File: src/rtl/ibex_array_word_serializer.sv
// Serializes a NUM_WORDS-word bundle into one masked word per handshake, in ascending index order.
// Optional per-word parity output and check: define IBEX_ARRAY_SER_PARITY_EN.
module ibex_array_word_serializer #(
  parameter int unsigned WIDTH     = 34,
  parameter int unsigned NUM_WORDS = 2,
  parameter int unsigned CNT_W     = 16
) (
  input  logic                         clk_i,
  input  logic                         rst_i,
  input  logic                         in_valid_i,
  output logic                         in_ready_o,
  input  logic [NUM_WORDS-1:0]         in_mask_i,
  input  logic [WIDTH-1:0]             in_data_i [NUM_WORDS],
`ifdef IBEX_ARRAY_SER_PARITY_EN
  input  logic [NUM_WORDS-1:0]         in_parity_chk_i,
  output logic                         out_parity_o,
  output logic                         parity_err_o,
`endif
  output logic                         out_valid_o,
  input  logic                         out_ready_i,
  output logic [WIDTH-1:0]             out_data_o,
  output logic [$clog2(NUM_WORDS)-1:0] out_idx_o,
  output logic                         out_last_o,
  output logic [CNT_W-1:0]             beat_cnt_o
);

  localparam int unsigned IDX_W = $clog2(NUM_WORDS);

  typedef enum logic {IDLE, SEND} state_e;

  state_e               state_q, state_d;
  logic [NUM_WORDS-1:0] mask_q, mask_d;
  logic [WIDTH-1:0]     data_q [NUM_WORDS];
  logic [WIDTH-1:0]     data_d [NUM_WORDS];
  logic [WIDTH-1:0]     out_data_q, out_data_d;
  logic [IDX_W-1:0]     idx_q, idx_d;
  logic                 last_q, last_d;
  logic [CNT_W-1:0]     beat_cnt_q, beat_cnt_d;
  logic                 fire, accept;
`ifdef IBEX_ARRAY_SER_PARITY_EN
  logic [NUM_WORDS-1:0] chk_q, chk_d;
  logic                 parity_q, parity_d;
  logic                 perr_q, perr_d;
`endif

  always_comb begin
    fire       = (state_q == SEND) && out_ready_i;
    // A new bundle may only land in the cycle the final held word leaves.
    in_ready_o = (state_q == IDLE) || (last_q && out_ready_i);
    accept     = in_valid_i && in_ready_o;

    mask_d = mask_q;
    data_d = data_q;
    if (fire) begin
      mask_d[idx_q] = 1'b0;
    end
    if (accept) begin
      mask_d = in_mask_i;
      data_d = in_data_i;
    end

    // Next word is the lowest remaining index; precomputed so outputs come straight from flops.
    idx_d = '0;
    for (int i = NUM_WORDS - 1; i >= 0; i--) begin
      if (mask_d[i]) begin
        idx_d = i[IDX_W-1:0];
      end
    end
    out_data_d = (mask_d != '0) ? data_d[idx_d] : '0;
    last_d     = (mask_d != '0) && ((mask_d & (mask_d - NUM_WORDS'(1))) == '0);
    state_d    = (mask_d != '0) ? SEND : IDLE;
    beat_cnt_d = beat_cnt_q + CNT_W'(fire);

`ifdef IBEX_ARRAY_SER_PARITY_EN
    chk_d    = accept ? in_parity_chk_i : chk_q;
    parity_d = ^out_data_d;
    perr_d   = fire && (parity_q != chk_q[idx_q]);
`endif
  end

  always_ff @(posedge clk_i or posedge rst_i) begin
    if (rst_i) begin
      state_q    <= IDLE;
      mask_q     <= '0;
      for (int i = 0; i < NUM_WORDS; i++) begin
        data_q[i] <= '0;
      end
      out_data_q <= '0;
      idx_q      <= '0;
      last_q     <= 1'b0;
      beat_cnt_q <= '0;
`ifdef IBEX_ARRAY_SER_PARITY_EN
      chk_q      <= '0;
      parity_q   <= 1'b0;
      perr_q     <= 1'b0;
`endif
    end else begin
      state_q    <= state_d;
      mask_q     <= mask_d;
      data_q     <= data_d;
      out_data_q <= out_data_d;
      idx_q      <= idx_d;
      last_q     <= last_d;
      beat_cnt_q <= beat_cnt_d;
`ifdef IBEX_ARRAY_SER_PARITY_EN
      chk_q      <= chk_d;
      parity_q   <= parity_d;
      perr_q     <= perr_d;
`endif
    end
  end

  assign out_valid_o = (state_q == SEND);
  assign out_data_o  = out_data_q;
  assign out_idx_o   = idx_q;
  assign out_last_o  = last_q;
  assign beat_cnt_o  = beat_cnt_q;
`ifdef IBEX_ARRAY_SER_PARITY_EN
  assign out_parity_o = parity_q;
  assign parity_err_o = perr_q;
`endif

endmodule

File: config.mk
export PLATFORM = sky130hd
export DESIGN_NAME = ibex_array_word_serializer
export DESIGN_NICKNAME = d
export VERILOG_FILES = /design/src/rtl/ibex_array_word_serializer.sv
export SDC_FILE = /design/constraint.sdc
export NUM_CORES = 1
export LEC_CHECK = 0
export CAP_MARGIN = 20
export CORE_MARGIN = 4
export CORE_UTILIZATION = 30
export CTS_CLUSTER_SIZE = 16
export DETAILED_ROUTE_END_ITERATION = 10
export PLACE_DENSITY_LB_ADDON = 0.08
export SYNTH_ARGS = -nofsm -noshare
export SYNTH_HDL_FRONTEND = slang
export SYNTH_SLANG_ARGS = --single-unit
export TNS_END_PERCENT = 50
File: constraint.sdc
create_clock -name clk_i -period 5.1 [get_ports clk_i]
set_clock_uncertainty 0.05 [all_clocks]
set_input_delay 1.02 -clock clk_i [delete_from_list [all_inputs] [get_ports clk_i]]
set_output_delay 1.02 -clock clk_i [all_outputs]
set_load 0.02 [all_outputs]
==> reports/metrics.yaml <==
cts_root_buffer: "clkbuf_16"
power.density_mw_per_mm2: 593
ant_nets: 0
cts_max_path_buffers: 2
rr_startpoint: "out_last_o"
multi_input_area_mm2: 0.00212
syn_nets: 556
path_class: "in -> reg"
nNetsFinal: 684
fmax_mhz: 288
cap_violations: 0
wl_per_cell_um: 15.4
drc: 0
overflow: 0
seq_area_frac_synth_pct: 57.4
p_clk_share_pct: 28.1
wl_um: 13000
worstPathArrival_ns: 3.72
drt_iter0_markers: 162
reg2reg_depth: 7
tritoncts: "done"
pwr-share-seq_pct: 35.8
synth_area_leader_cell: "dfrtp_1"
area_growth_pct: 39.0
worstSetupStartpointType: "primary input"
grt_use_met3_pct: 5.06
ys_types: 23
portBuffers: 127
dieArea_mm2: 0.0201
fin_crit_sh_pct: 68.1
cts_made_buffers: 17
hold_path_depth: 1
min_to: "beat_cnt_o[15]"
htree_levels: 4
worstPathRequired_ns: 5.35
drive_above_1_share_pct: 12.3
antenna_found_initial: 0
io-pin-count: 128
status: "complete, no violations"
rr_endpoint: "out_data_o[6]"
clk-insertion-delay-late_ns: 0.41
yosys_warnings: 0
slew_violations: 0
combPwrFrac_pct: 36.2
netlist_area_mm2: 0.00536
rsz0062_at_grt: "no"
use_met1_pct: 16.8
p_int_mw: 3.01
worstMarginPinSlew_ns: 0.804
relSlewSlack_pct: 46.4
ir_drop_v: 0.000259
grt_first_pass_wirelength_um: 21200
grt_pass1_vias: 4061
regArea_mm2: 0.00308
crit_fanout: 23
cts.reportedPaths.clkPinSlew_ns: 0.05
synth_area_leaders: "dfrtp_1 (57%), nand2_1 (15%), mux4_2 (14%), and2_1 (4.2%), xnor2_1 (1.5%)"
ys_seq_elements: 123
n_antenna_cell: 0
vias: 3811
hold_class: "reg -> reg"
start_util_pct: 30.8
p_switching_mw: 1.41
die_w_um: 142
cts_hold_buf: 0
r2r_slack_ns: 2.28
fillerInstances: 1658
setup_viol: 0
synth_top_area_share_pct: 57.4
critPathCaptureType: "flip-flop"
synth_cells: 478
grt_max_degree: 64
die_h_um: 142
min_period_ns: 3.47
swShare_pct: 31.9
finalSetupTns_ns: 0
vias_per_cell: 4.52
min_from: "beat_cnt_o[15]"
final_core_util_pct: 42.8
p_leak_nw: 3.46
grt_use_met2_pct: 22.8
dp_hpwl_um: 8690
num_rows: 48
post_cts_buffers: 0
routabilityCongestion: 0.716
core_mm2: 0.0174
ctsResizeCount: 0
drtPass1Iterations: 4
clock_sinks: 123
grt_use_total_pct: 13.7
grt-busiest-layer: "met2"
synth.avg_cell_area_um2: 11.2
hold_viol_final: 0
==> critical path, stage by stage <==
cell	delay, ns
clkdlybuf4s50_1	0.43
a21bo_4	0.23
and2_2	0.30
o21ai_0	0.28
ha_2	0.69
buf_4	0.30
mux4_2	0.30
and2_1	0.16
==> Yosys cell counts <==
library cell and instances:
nand3_1 7, buf_1 1, mux4_2 34, and4_1 2, nand4_1 2, dfrtp_1 123, and2_1 36, xor2_1 5
ha_1 4, a21bo_4 1, nor2_1 2, and3_1 1, nand2_4 1, nand2_1 213, xnor2_1 9, nor3_1 2
inv_1 4, o21ai_0 3, buf_12 3, o21a_1 2, clkbuf_1 16, buf_2 6, nor4_1 1
==> cell families after synthesis <==
family	after synthesis	share of synthesized area (%)
AND/OR/NAND/NOR	267	21.1
flip-flops	123	57.4
multiplexers	34	14.3
buffers and inverters	30	3.15
XOR/XNOR	14	2.29
AO/OA/AOI/OAI	6	0.863
adder cells (fa/ha/maj)	4	0.933
==> how the worst max path moves through the flow <==
stage / startpoint / end / slack, ns
2_1_floorplan: rst_i / beat_cnt_o[0] / 0.76
3_3_place_gp: out_ready_i / out_data_o[3] / 1.22
3_5_place_dp: out_ready_i / out_data_o[11] / 1.12
4_1_cts: out_ready_i / out_data_o[6] / 1.57
5_1_grt: out_ready_i / out_data_o[10] / 1.39
6_report: out_ready_i / out_data_o[6] / 1.63
==> power groups by stage <==
stage | sequential, mW | clock (mW) | combinational (mW)
finish | 1.58 | 1.24 | 1.60
global route | 1.63 | 1.32 | 1.78
CTS | 1.59 | 1.27 | 1.64
detailed placement | 1.59 | 0 | 1.64
global placement | 1.58 | 0 | 1.61
floorplan | 1.70 | 0 | 0.951
==> state kept, by name (all words and copies together), names as in the netlist <==
register,cells
data_q,68
out_data_o,34
beat_cnt_o,16
mask_q,2
out_idx_o,1
out_last_o,1
out_valid_o,1
==> cell type report <==
class | count | share of cell area (%)
clock inverters | 8 | 1.54
inverters | 4 | 0.235
well taps | 225 | 3.78
flip-flops and latches | 123 | 41.3
clock buffers | 23 | 6.54
repair buffers | 135 | 18.2
multi-input cells | 325 | 28.4
==> per-layer routing <==
layer / vias to the layer above / part of all wire, %
li1: 1817 / -
met1: 1890 / 43
met4: 0 / 0.82
met3: 6 / 5.7
met2: 98 / 51
met5: - / 0
==> cell usage in the layout (no fill, tap or decap), types with 2 or more instances in the layout <==
master and n:
clkbuf_1 2, dfrtp_1 123, and4_1 2, o21ai_0 3, nand2_1 213, o21a_1 2
and2_1 35, mux4_2 34, clkdlybuf4s50_1 127, clkinv_2 5, inv_1 3, nand4_1 2
nor2_1 2, buf_4 6, clkbuf_16 17, nand3_1 7, clkbuf_8 4, xnor2_1 9
nor3_1 2, buf_12 2, ha_1 3, xor2_1 5, bufinv_16 3
==> per-stage QoR <==
step | worst slack [ns] | instance area, um2 | hold slack, ns | power (mW) | instances
after floorplan | 0.759 | 5360 | 0.390 | 2.65 | 478
after global placement | 1.22 | 6850 | 0.402 | 3.19 | 812
after detailed placement | 1.12 | 6850 | 0.407 | 3.24 | 812
after CTS | 1.57 | 7460 | 0.421 | 4.50 | 843
after global routing | 1.39 | 7460 | 0.441 | 4.73 | 843
final | 1.63 | 7460 | 0.414 | 4.42 | 843
(Power assumes the default switching activity.)
==> RTL edit: new RTL, same flow settings <==
Set the parameter `CNT_W` to 14 (it was 16).
--- a/src/rtl/ibex_array_word_serializer.sv
+++ b/src/rtl/ibex_array_word_serializer.sv
@@ -5,3 +5,3 @@
   parameter int unsigned NUM_WORDS = 2,
-  parameter int unsigned CNT_W     = 16
+  parameter int unsigned CNT_W     = 14
 ) (
Interface: changed (resized beat_cnt_o); port bits go from 128 to 126. No check against the original RTL was run, so the function may have changed too.
==> RTL edit against the unedited design <==
Worst setup slack worse by 0.22 ns. Non-clock buffer count unchanged. Total power up 17%. Final area up 6.9%. Area after synthesis up 11%. Wire length up 15%. Global-route usage up 0.26 points. Sequential cell count down 2. Largest cell class unchanged.
==> RTL edit: results (changes against the unedited design) <==
| Metric | Value |
|---|---|
| Routed length on met2 | `7140 um (+8.2%)` |
| Port Buffers | `125 (-1.6%)` |
| Worst Tran Pin Value | `0.760 ns (-0.0438 ns)` |
| WL met1 | `6930 um (+25%)` |
| Met3 wire length | `668 um (-9.7%)` |
| Largest delay share family, worst path | `buffers and inverters` |
| Peak supply drop | `272 uV (+5.0%)` |
| Top cells by area, synth | `dfrtp_1 (51%), mux2_2 (9.1%), a221oi_2 (6.8%)` |
| Total track usage | `0.140 (+0.00262)` |
| Mux cell area share after synthesis | `0.199 (+0.0562)` |
| Antenna Cells | `0 (unchanged)` |
| Postcts setup bufs | `0 (unchanged)` |
| Post-Synth Adder-Cell Area | `0.00843 (-0.000903)` |
| Drt initial violations | `133 (-18%)` |
| Reg2reg end | `out_data_o[17]$_DFF_PP0_` |
| First-pass GRT wire length | `23800 um (+12%)` |
| Sequential cell area fraction in the yosys report | `0.510 (-0.0640)` |
| Worst reg-to-reg path cell count | `8 (+1)` |
| Outcome | `complete, no violations` |
| Clk buf depth | `2 (unchanged)` |
| Worst r2r src | `out_valid_o$_DFF_PP0_` |
| Leakage | `3.24 nW (-6.3%)` |
| Final #Nets | `609 (-11%)` |
| Yosys cell types | `33 (+43%)` |
| Vias in the first global route | `4144 (+2.0%)` |
| Worst Setup EP | `in_ready_o` |
| CP max stage cell | `clkdlybuf4s50_1` |
| Switching portion of total power | `0.352 (+0.0329)` |
| Post-synthesis xor/xnor area fraction | `0.0177 (-0.00516)` |
| Final GP Congestion | `0.743 (+3.7%)` |
| Initial antenna violation count | `0 (unchanged)` |
| Critical path fanouts, max | `19 (-17%)` |
| Number of filler instances in the final layout | `1830 (+10%)` |
| Arrival time at the worst endpoint | `2.62 ns (-1.10 ns)` |
| Top cells by count, synth | `dfrtp_1 (121), mux2_2 (48), mux2i_1 (34), nor2b_1 (34), a211oi_2 (28)` |
| Largest net degree at the start of global routing | `69 (+7.8%)` |
| Clock Latency Late Sink | `0.41 ns (about the same)` |
| Post-synth net total | `489 (-12%)` |
| Worst reg2reg setup slack | `2.36 ns (+0.08 ns)` |
| Synth Flop Type | `dfrtp_1` |
| Critical path's largest stage delay | `0.69 ns (about the same)` |
| Share of post-route cells with drive strength above 1 | `0.316 (+0.193)` |
| DP Area | `0.00734 mm2 (+7.1%)` |
| Compound-gate portion of the synthesized area | `0.153 (+0.144)` |
| DPL Wire Length | `9460 um (+8.8%)` |
| DR vias/cell | `4.77 (+5.5%)` |
| Routed WL per cell | `18.5 um (+20%)` |
==> RTL edit: cell type report <==
type	instances	area (um2)	area share
clock buffers	19	453	0.0568
clock inverters	13	151	0.0190
repair buffers	135	1370	0.171
flip-flops and latches	121	3030	0.380
multi-input cells	253	2630	0.329
inverters	3	13.8	0.00173
well taps	265	332	0.0416
==> RTL edit: power by group through the flow <==
| stage | clock network (W) | logic [W] | registers, W |
|---|---|---|---|
| finish | 0.00122 | 0.00233 | 0.00163 |
| global route | 0.00131 | 0.00253 | 0.00168 |
| CTS | 0.00126 | 0.00238 | 0.00163 |
| detailed placement | 0 | 0.00237 | 0.00164 |
| global placement | 0 | 0.00234 | 0.00163 |
| floorplan | 0 | 0.00158 | 0.00177 |
==> RTL edit: cell families after synthesis <==
logic type | after synthesis
xor gates and xnor gates | 12
DFF | 121
buffers and inverters | 37
muxes | 102
and+or+nand+nor | 61
adders and majority gates | 4
AOI/OAI and AO/OA | 74
==> RTL edit: worst min-delay path by stage <==
stage	startpoint	endpoint	slack [ns]	cells after the start
after floorplan	data_q[34]$_DFF_PP0_	data_q[34]$_DFF_PP0_	0.42	1
after global placement	beat_cnt_o[13]$_DFF_PP0_	beat_cnt_o[13]$_DFF_PP0_	0.41	1
after detailed placement	beat_cnt_o[13]$_DFF_PP0_	beat_cnt_o[13]$_DFF_PP0_	0.41	1
after CTS	beat_cnt_o[13]$_DFF_PP0_	beat_cnt_o[13]$_DFF_PP0_	0.43	1
after global routing	data_q[39]$_DFF_PP0_	data_q[39]$_DFF_PP0_	0.46	1
final	beat_cnt_o[13]$_DFF_PP0_	beat_cnt_o[13]$_DFF_PP0_	0.42	1
==> RTL edit: stage by stage <==
step                power [W]  setup WS (ns)  hold WS [ns]   util  cells
finish                0.00519           1.41         0.423  0.409    809
global route          0.00551           1.34         0.456  0.409    809
CTS                   0.00527           1.38         0.426  0.408    808
detailed placement    0.00401           1.22         0.415  0.377    776
global placement      0.00397           1.26         0.409  0.377    776
floorplan             0.00335          0.816         0.421      -    411
==> RTL edit: worst reg2reg max path, stage by stage, from the launching register on <==
cell and delay, ns:
dfrtp_1 0.41, a21bo_4 0.43, and2_4 0.28, o21a_1 0.23
ha_4 0.45, buf_12 0.34, nor2b_1 0.12, a221oi_2 0.21
a211oi_2 0.07
==> RTL edit: per-layer routing <==
| metal | global-route usage | up-vias |
|---|---|---|
| li1 | - | 1776 |
| met1 | 0.182 | 1979 |
| met4 | 0.0443 | 0 |
| met5 | 0 | - |
| met2 | 0.229 | 94 |
| met3 | 0.0350 | 11 |
